## src/rtl/con_pkg.sv

```systemverilog
// ----------------------------------------------------------------------------
// con_pkg : condition encodings and FSM state type for the CON unit
// Rev 1.0 : initial parametrised release
// ----------------------------------------------------------------------------
`default_nettype none

package con_pkg;

   localparam logic [2:0] COND_ZERO   = 3'b000;
   localparam logic [2:0] COND_NZERO  = 3'b001;
   localparam logic [2:0] COND_POS    = 3'b010;
   localparam logic [2:0] COND_NEG    = 3'b011;
   localparam logic [2:0] COND_ALWAYS = 3'b100;
   localparam logic [2:0] COND_NEVER  = 3'b101;
   localparam logic [2:0] COND_CARRY  = 3'b110;
   localparam logic [2:0] COND_OVF    = 3'b111;

   typedef enum logic [1:0] {
      IDLE = 2'd0,
      EVAL = 2'd1,
      HOLD = 2'd2
   } state_t;

endpackage

`default_nettype wire

```

## src/rtl/con_ff_unit_if.sv

```systemverilog
// ----------------------------------------------------------------------------
// con_ff_unit_if : request/result signals between control unit and CON unit
// Rev 1.0 : initial parametrised release
// ----------------------------------------------------------------------------
`default_nettype none

interface con_ff_unit_if #(
   parameter int DATA_WIDTH = 32,
   parameter int IR_WIDTH   = 32
);
   logic                  con_in;
   logic [IR_WIDTH-1:0]   ir_in;
   logic [DATA_WIDTH-1:0] bus_in;
   logic                  flag_wr;
   logic                  carry_in;
   logic                  ovf_in;
   logic                  con_ack;
   logic                  con_out;
   logic                  con_valid;
   logic                  busy;
   logic                  drop_err;

   modport master (
      output con_in, ir_in, bus_in, flag_wr, carry_in, ovf_in, con_ack,
      input  con_out, con_valid, busy, drop_err
   );

   modport slave (
      input  con_in, ir_in, bus_in, flag_wr, carry_in, ovf_in, con_ack,
      output con_out, con_valid, busy, drop_err
   );
endinterface

`default_nettype wire

```

## src/rtl/con_eval.sv

```systemverilog
// ----------------------------------------------------------------------------
// con_eval : combinational branch-condition evaluator (cond, operand, C, V)
// Rev 1.0 : initial parametrised release
// ----------------------------------------------------------------------------
`default_nettype none

module con_eval
   import con_pkg::*;
#(
   parameter int DATA_WIDTH = 32
) (
   input  logic [2:0]            cond,
   input  logic [DATA_WIDTH-1:0] operand,
   input  logic                  carry,
   input  logic                  ovf,
   output logic                  result
);

   logic w_is_zero;
   logic w_msb;

   assign w_is_zero = (operand == '0);
   assign w_msb     = operand[DATA_WIDTH-1];

   always_comb begin
      result = 1'b0;
      case (cond)
         COND_ZERO:   result = w_is_zero;
         COND_NZERO:  result = ~w_is_zero;
         COND_POS:    result = ~w_msb;
         COND_NEG:    result = w_msb;
         COND_ALWAYS: result = 1'b1;
         COND_NEVER:  result = 1'b0;
         COND_CARRY:  result = carry;
         COND_OVF:    result = ovf;
         default:     result = 1'b0;
      endcase
   end

endmodule

`default_nettype wire

```

## src/rtl/con_ff_unit.sv

```systemverilog
// ----------------------------------------------------------------------------
// con_ff_unit : registered branch-condition unit with valid/ack result return
// Rev 1.0 : initial parametrised release
// ----------------------------------------------------------------------------
`default_nettype none

module con_ff_unit
   import con_pkg::*;
#(
   parameter int DATA_WIDTH = 32,
   parameter int IR_WIDTH   = 32,
   parameter int COND_LSB   = 19
) (
   input  logic          clk,
   input  logic          clear,
   con_ff_unit_if.slave  cu
);

   state_t                r_state;
   state_t                w_state_nxt;
   logic                  w_capture;
   logic                  w_result;

   logic [2:0]            r_cond;
   logic [DATA_WIDTH-1:0] r_operand;
   logic                  r_snap_c;
   logic                  r_snap_v;
   logic                  r_flag_c;
   logic                  r_flag_v;
   logic                  r_con_out;
   logic                  r_drop_err;

   // Evaluation sees only the snapshot, so later bus/IR/flag changes are inert.
   con_eval #(
      .DATA_WIDTH (DATA_WIDTH)
   ) u_eval (
      .cond    (r_cond),
      .operand (r_operand),
      .carry   (r_snap_c),
      .ovf     (r_snap_v),
      .result  (w_result)
   );

   always_comb begin
      w_state_nxt = r_state;
      w_capture   = 1'b0;
      case (r_state)
         IDLE: begin
            if (cu.con_in) begin
               w_capture   = 1'b1;
               w_state_nxt = EVAL;
            end
         end
         EVAL:    w_state_nxt = HOLD;
         HOLD:    if (cu.con_ack) w_state_nxt = IDLE;
         default: w_state_nxt = IDLE;
      endcase
   end

   always_ff @(posedge clk) begin
      if (clear) begin
         r_state    <= IDLE;
         r_cond     <= '0;
         r_operand  <= '0;
         r_snap_c   <= 1'b0;
         r_snap_v   <= 1'b0;
         r_flag_c   <= 1'b0;
         r_flag_v   <= 1'b0;
         r_con_out  <= 1'b0;
         r_drop_err <= 1'b0;
      end else begin
         r_state <= w_state_nxt;
         if (w_capture) begin
            r_cond    <= cu.ir_in[COND_LSB+2:COND_LSB];
            r_operand <= cu.bus_in;
            r_snap_c  <= r_flag_c;
            r_snap_v  <= r_flag_v;
         end
         if (cu.flag_wr) begin
            r_flag_c <= cu.carry_in;
            r_flag_v <= cu.ovf_in;
         end
         if (r_state == EVAL) begin
            r_con_out <= w_result;
         end
         if (cu.con_in && (r_state != IDLE)) begin
            r_drop_err <= 1'b1;
         end
      end
   end

   assign cu.con_out   = r_con_out;
   assign cu.con_valid = (r_state == HOLD);
   assign cu.busy      = (r_state != IDLE);
   assign cu.drop_err  = r_drop_err;

endmodule

`default_nettype wire

```

## src/flat_wrapper.sv

```systemverilog
// flat-port wrapper written by rule: the top's interface ports become plain ports
module con_ff_unit_flat import con_pkg::*;
#(
   parameter int DATA_WIDTH = 32,
   parameter int IR_WIDTH   = 32,
   parameter int COND_LSB   = 19
)
  (clk, clear, cu_con_in, cu_ir_in, cu_bus_in, cu_flag_wr, cu_carry_in, cu_ovf_in, cu_con_ack, cu_con_out, cu_con_valid, cu_busy, cu_drop_err);
  con_ff_unit_if #(.DATA_WIDTH(DATA_WIDTH), .IR_WIDTH(IR_WIDTH)) cu_i ();
  input  logic clk;
  input  logic clear;
  input wire logic [$bits(cu_i.con_in)-1:0] cu_con_in;
  input wire logic [$bits(cu_i.ir_in)-1:0] cu_ir_in;
  input wire logic [$bits(cu_i.bus_in)-1:0] cu_bus_in;
  input wire logic [$bits(cu_i.flag_wr)-1:0] cu_flag_wr;
  input wire logic [$bits(cu_i.carry_in)-1:0] cu_carry_in;
  input wire logic [$bits(cu_i.ovf_in)-1:0] cu_ovf_in;
  input wire logic [$bits(cu_i.con_ack)-1:0] cu_con_ack;
  output wire logic [$bits(cu_i.con_out)-1:0] cu_con_out;
  output wire logic [$bits(cu_i.con_valid)-1:0] cu_con_valid;
  output wire logic [$bits(cu_i.busy)-1:0] cu_busy;
  output wire logic [$bits(cu_i.drop_err)-1:0] cu_drop_err;
  assign cu_i.con_in = cu_con_in;
  assign cu_i.ir_in = cu_ir_in;
  assign cu_i.bus_in = cu_bus_in;
  assign cu_i.flag_wr = cu_flag_wr;
  assign cu_i.carry_in = cu_carry_in;
  assign cu_i.ovf_in = cu_ovf_in;
  assign cu_i.con_ack = cu_con_ack;
  assign cu_con_out = cu_i.con_out;
  assign cu_con_valid = cu_i.con_valid;
  assign cu_busy = cu_i.busy;
  assign cu_drop_err = cu_i.drop_err;
  con_ff_unit #(.DATA_WIDTH(DATA_WIDTH), .IR_WIDTH(IR_WIDTH), .COND_LSB(COND_LSB)) u_core (.clk(clk), .clear(clear), .cu(cu_i));
endmodule
```

## config.mk

```make
export PLATFORM = sky130hd
export DESIGN_NAME = con_ff_unit_flat
export DESIGN_NICKNAME = d
export VERILOG_FILES = /design/src/rtl/con_pkg.sv /design/src/rtl/con_ff_unit_if.sv /design/src/rtl/con_eval.sv /design/src/rtl/con_ff_unit.sv /design/src/flat_wrapper.sv
export SDC_FILE = /design/constraint.sdc
export NUM_CORES = 1
export LEC_CHECK = 0
export ABC_AREA = 0
export BUFFER_PORTS_ARGS = -buffer_cell sky130_fd_sc_hd__buf_2
export CAP_MARGIN = 20
export CORE_AREA = 2 2 65 82
export CTS_CLUSTER_DIAMETER = 200
export DETAILED_ROUTE_END_ITERATION = 7
export DIE_AREA = 0 0 67 84
export GPL_TIMING_DRIVEN = 0
export PLACE_DENSITY = 0.59
export SYNTH_ARGS = -nofsm -noshare
export SYNTH_HDL_FRONTEND = slang
export SYNTH_SLANG_ARGS = --single-unit
```

## constraint.sdc

```tcl
create_clock -name clk -period 2.65 [get_ports clk]
set_clock_uncertainty 0.05 [all_clocks]
set_input_delay 0.265 -clock clk [delete_from_list [all_inputs] [get_ports clk]]
set_output_delay 0.265 -clock clk [all_outputs]
set_load 0.03 [all_outputs]
```

# [After elaboration in Yosys (flattened, before gate mapping)]
# Index checks and enable logic that the tools add are counted.
[totals] reg_bits=43 out_inout_bits=4 inputBits=71
[classes] bitwise=2 reduce_logical=6 mux=6 n_eq_ne=11
[ops] cell="32-bit zero test" count=1
[ops] cell="3-bit == test (second input constant)" count=4
[ops] cell="1-bit case mux with 8 select lines" count=1
[ops] cell="3-bit by 2-bit == test with 1-bit output (second input constant)" count=2
[ops] cell="2-bit case mux with 3 select lines" count=1
[ops] cell="2-bit 2-to-1 mux" count=2
[ops] cell="2-bit != test (second input constant)" count=2
[ops] cell="3-bit by 1-bit == test with 1-bit output (second input constant)" count=1
[ops] cell="3-bit zero test" count=1
[ops] cell="2-bit by 1-bit == test with 1-bit output (second input constant)" count=1
[ops] cell="2-bit == test (second input constant)" count=1
[ops] cell="2-bit zero test" count=1
[ops] cell="1-bit 2-to-1 mux" count=2
[ops] cell="1-bit inverter" count=2
[ops] cell="2-bit AND reduction" count=1
[ops] cell="2-bit nonzero test" count=1
[ops] cell="1-bit logical AND" count=1

# [Logic depth before layout (Yosys ltp)]
[depth] ltp_word=3 mapped_depth=6 ltp_nobuf=4

# [By module]
# Synthesis repeated with hierarchy kept, for this count alone.
[unflattened] hier_cells=203 area_unflattened_um2=1670.4
[modules_own_cells] module="con_ff_unit" area_each_um2=1526.5 instances=1 seq_area_each_um2=860.8 cells_each=182
[modules_own_cells] module="con_eval" area_each_um2=143.9 instances=1 seq_area_each_um2=0.0 cells_each=21

# [Least setup slack after synthesis]
# Ideal clock, no wire load.
[synth_path] path_kind="register to register" startpoint="register u_core.r_state[1]" endpoint="register u_core.r_con_out, in the netlist u_core.cu.con_out" arrival_ps=1317 path_buffers=0 slack_ps=1205 t_required_ps=2521 path_stages_with_launch=5 cell_sequence="dfxtp_1 -> nand2b_4 -> or3_1 -> or4_1 -> o211ai_1"
[synth_between] elab_chain_len=1
[synth_lines] item="start, declared" line_no="con_ff_unit.sv:19" source="state_t r_state;"
[synth_lines] item="start signal, assigned" line_no="con_ff_unit.sv:72" source="r_state <= w_state_nxt;"
[synth_lines] item="2-bit by 1-bit == test with 1-bit output" line_no="con_ff_unit.sv:83" source="if (r_state == EVAL) begin"
[synth_lines] item="end signal, assigned" line_no="con_ff_unit.sv:84" source="r_con_out <= w_result;"
[synth_lines] item="end, declared" line_no="con_ff_unit.sv:30" source="logic r_con_out;"
# No other way between the ends.
# A chain may end at the register's enable or synchronous reset.

# [Final worst setup path]
[layout_path] startpoint="register u_core.r_state[0]" endpoint="register u_core.r_snap_v"
[layout_between] elab_chain_len=2
[layout_lines] item="2-bit zero test" line_no="con_ff_unit.sv:47" source="case (r_state)"
[layout_lines] item="1-bit 2-to-1 mux" line_no="con_ff_unit.sv:47"
[layout_lines] item="end signal, assigned" line_no="con_ff_unit.sv:77" source="r_snap_v <= r_flag_v;"
[layout_lines] item="end, declared" line_no="con_ff_unit.sv:27" source="logic r_snap_v;"
# No other way between the ends.

==> metrics.md <==
| Metric | Value |
|---|---|
| Gr ovfl total | `0` |
| Post-CTS Resized | `0` |
| P_sw | `0.0003487 W` |
| RSZ-0062 raised after global routing | `false` |
| Crit-path max cell delay | `390 ps` |
| WL final | `3461 µm` |
| Yosys reg bits | `43` |
| Gr usage total | `13.41%` |
| Worst setup path end | `u_core.r_snap_v$_SDFFE_PP0P_` |
| Vert. Die Dim | `84 µm` |
| Status | `finished clean` |
| Die X | `67 µm` |
| H-tree depth | `2` |
| Worst hold margin | `111.0 ps` |
| Pint | `0.001137 W` |
| Worst min-delay path category | `in2reg` |
| Post-CTS Repair Setup Buffers | `0` |
| Tot Pwr | `0.001486 W` |
| DR vias | `1466` |
| Critical Path, Cell by Cell | `nor2_1, and2_1, buf_2, buf_1, nand2_1, a21oi_1` |
| Final ANT Viol Nets | `0` |
| Crit end category | `flip-flop` |
| Crit path from | `u_core.r_state[0]$_SDFFE_PP0P_` |
| Synth Area in XOR/XNOR | `1.074%` |
| Setup TNS | `0 ps` |
| Slew @ Worst Pin | `444.4 ps` |
| Critical Path AT | `1800 ps` |
| Area share of fa/ha/maj cells after synthesis | `0%` |
| First-pass GRT wire length | `5789 µm` |
| Max VDD drop | `0.3551 mV` |
| GPL Wtd Cong | `0.7104` |
| Final Hold Viols | `0` |
| Switching part of the total | `23.47%` |
| Fin nets | `329` |
| WL per Instance | `10.78 µm` |
| Core area | `4935 µm²` |
| Layout cells sized above 1 | `22.78%` |
| Leak | `0.8502 nW` |
| Crit start category | `flip-flop` |
| Initial antenna violation count | `0` |
| Final number of max-transition violations | `0` |
| Worst Path Required | `2820 ps` |
| Seq/Total Area, Yosys | `52.76%` |
| Die area | `5628 µm²` |
| Synth cell types | `25` |
| Worst r2r dst | `u_core.r_snap_v$_SDFFE_PP0P_` |
| Pre-antenna DRT Iters | `4` |
| FF-to-FF Start | `u_core.r_state[0]$_SDFFE_PP0P_` |
| Yosys Warn Count | `0` |
| CTS Root Cell | `clkbuf_8` |
| R2R cell count | `6` |
| Synthesized netlist cell count | `207` |
| Initial core utilization | `33.06%` |
| Later-pin clock latency in the skew report | `300 ps` |
| Clock transition at path regs | `80 ps` |
| Clock power frac | `40.5%` |
| Cell area after synthesis | `1632 µm²` |
| Setup CP Type | `reg2reg` |
| Post-Synth Simple-Gate Area | `27.07%` |
| Main combinational cell family by area after synthesis | `simple AND/OR/NAND/NOR gates` |
| Max cap viols | `0` |
| Syn_area_per_cell | `7.882 µm²` |
| Clock buffer depth | `2` |
| Reg2reg setup slack | `1030 ps` |
| Final Setup Violations | `0` |
| CP max-delay cell | `buf_1` |
| Rel. slew slack | `70.37%` |
| Max Fclk | `616.0 MHz` |
| Post-CTS Hold Fix Bufs | `0` |
| Gr busiest metal | `met2` |
| Compound-Gate Fraction of Synth Area | `13.65%` |
| Antenna cell count | `0` |
| Syn_nets | `278` |
| Crit Path Max Fanout | `10` |
| Comb power frac | `11.7%` |
| Layout area overhead | `26.61%` |
| # rows | `29` |
| Largest net degree at the start of global routing | `15` |
| GRT met2 Usage | `20.25%` |
| CTS tree | `built` |
| Post-DP HPWL | `2561 µm` |
| 1st-iter DRT viols | `40` |
| PortBufs | `44` |
| CTS buffer count | `5` |
| Drt via density | `4.567` |
| PD cells | `719.4 nW/µm²` |
| Multiplexer share of the synthesized area | `1.227%` |
| Detailed-route DRC error count | `0` |
| Final Critical Period | `1623 ps` |
| Met1 Use GR | `17.78%` |
| Flop pwr share | `47.8%` |
| Tcrit/Tclk final | `61.26%` |
| CTS Sinks | `43` |
| M3 GR Usage | `3.644%` |
| IO Count | `75` |
| Vias in the first global route | `1263` |
[area by class of cell]
cell class / instances / area [µm²]
Fill cell: 559 / 2869
Sequential cell: 43 / 860.8
Multi-Input combinational cell: 149 / 701.9
Timing Repair Buffer: 44 / 220.2
Tap cell: 62 / 77.57
Clock buffer: 5 / 68.82
Clock inverter: 3 / 67.56
Buffer: 13 / 61.31
Inverter: 2 / 7.507
[cell families after synthesis]
group / after synthesis
flops: 43
simple gates: 102
xor+xnor: 2
mux: 2
compound gates: 43
buf+inv: 15
[worst max-delay path: cells and delay by family (launching register included)]
kind / cells / cell delay (ps)
compound gates: 1 / 140
buf+inv: 2 / 590
flops: 1 / 350
simple gates: 3 / 430
[power groups by stage]
stage | clock, W | sequential [W] | combinational, W
finish | 0.000602 | 0.000710 | 0.000174
global route | 0.000652 | 0.000716 | 0.000198
CTS | 0.000615 | 0.000711 | 0.000178
detailed placement | 0 | 0.000725 | 0.000178
global placement | 0 | 0.000725 | 0.000177
floorplan | 0 | 0.000724 | 0.000112
[worst min-delay path by stage]
| stage | start | endpoint | slack, ps | cells after the start |
|---|---|---|---|---|
| 2_1_floorplan | cu_bus_in[6] | u_core.r_operand[6]$_SDFFE_PP0P_ | 350 | 2 |
| 3_3_place_gp | u_core.r_operand[9]$_SDFFE_PP0P_ | u_core.r_operand[9]$_SDFFE_PP0P_ | 390 | 2 |
| 3_5_place_dp | u_core.r_operand[24]$_SDFFE_PP0P_ | u_core.r_operand[24]$_SDFFE_PP0P_ | 400 | 2 |
| 4_1_cts | clear | u_core.r_operand[6]$_SDFFE_PP0P_ | 110 | 2 |
| 5_1_grt | clear | u_core.r_state[1]$_SDFFE_PP0P_ | 110 | 2 |
| 6_report | clear | u_core.r_state[1]$_SDFFE_PP0P_ | 110 | 2 |
[per-stage QoR]
step | worst slack [ps] | util (%) | instance area, µm² | std cells
detailed placement | 1034 | 39.10 | 1929 | 313
global placement | 1015 | 39.10 | 1929 | 313
finish | 1027 | 41.86 | 2066 | 321
floorplan | 1205 | - | 1632 | 207
CTS | 981.0 | 41.86 | 2066 | 321
global route | 843.1 | 41.86 | 2066 | 321
[cells in the final DEF (no fill, tap or decap), types with 2 or more instances in the layout]
master | synthesis | layout
nand2_1 | 76 | 76
buf_2 | 4 | 48
dfxtp_1 | 43 | 43
a21oi_1 | 39 | 39
nor4_1 | 8 | 8
nor2_1 | 6 | 6
clkbuf_1 | 6 | 6
clkbuf_8 | 0 | 5
inv_1 | 2 | 2
buf_1 | 2 | 2
nand4_1 | 2 | 2
xnor2_1 | 2 | 2
nand2b_1 | 2 | 2
o211ai_1 | 2 | 2
mux2i_1 | 2 | 2
bufinv_16 | 0 | 2
[sequential cells by signal, summed over array words and instances (netlist names)]
signal	count
u_core.cu.con_out	1
u_core.r_snap_c	1
u_core.r_cond	3
u_core.r_flag_c	1
u_core.r_snap_v	1
u_core.r_flag_v	1
u_core.r_state	2
u_core.cu.drop_err	1
u_core.r_operand	32
[routing by layer]
layer,vias to the layer above,share of wire [%]
li1,789,-
met1,634,45
met2,37,48
met3,6,5.2
met4,0,1.8
met5,-,0
[synthesized netlist by cell type]
master / number / area share, %
or4_1: 1 / 0.46
mux2i_1: 2 / 1.2
a22oi_1: 1 / 0.46
or3_1: 1 / 0.38
buf_2: 4 / 1.2
xnor2_1: 2 / 1.1
buf_6: 1 / 0.69
nor4_1: 8 / 3.1
o211ai_1: 2 / 0.92
a21oi_1: 39 / 12
nand4_1: 2 / 0.77
o21ai_0: 1 / 0.31
nand2b_1: 2 / 0.77
and2_1: 1 / 0.38
buf_1: 2 / 0.46
nand2_1: 76 / 17
nor2b_1: 1 / 0.38
clkbuf_1: 6 / 1.4
inv_1: 2 / 0.46
nor2_1: 6 / 1.4
nand2b_4: 1 / 0.84
nor3_1: 1 / 0.31
dfxtp_1: 43 / 53
nand3_1: 1 / 0.31
and2b_2: 1 / 0.54
No activity file was read; power rests on OpenSTA's default activity.
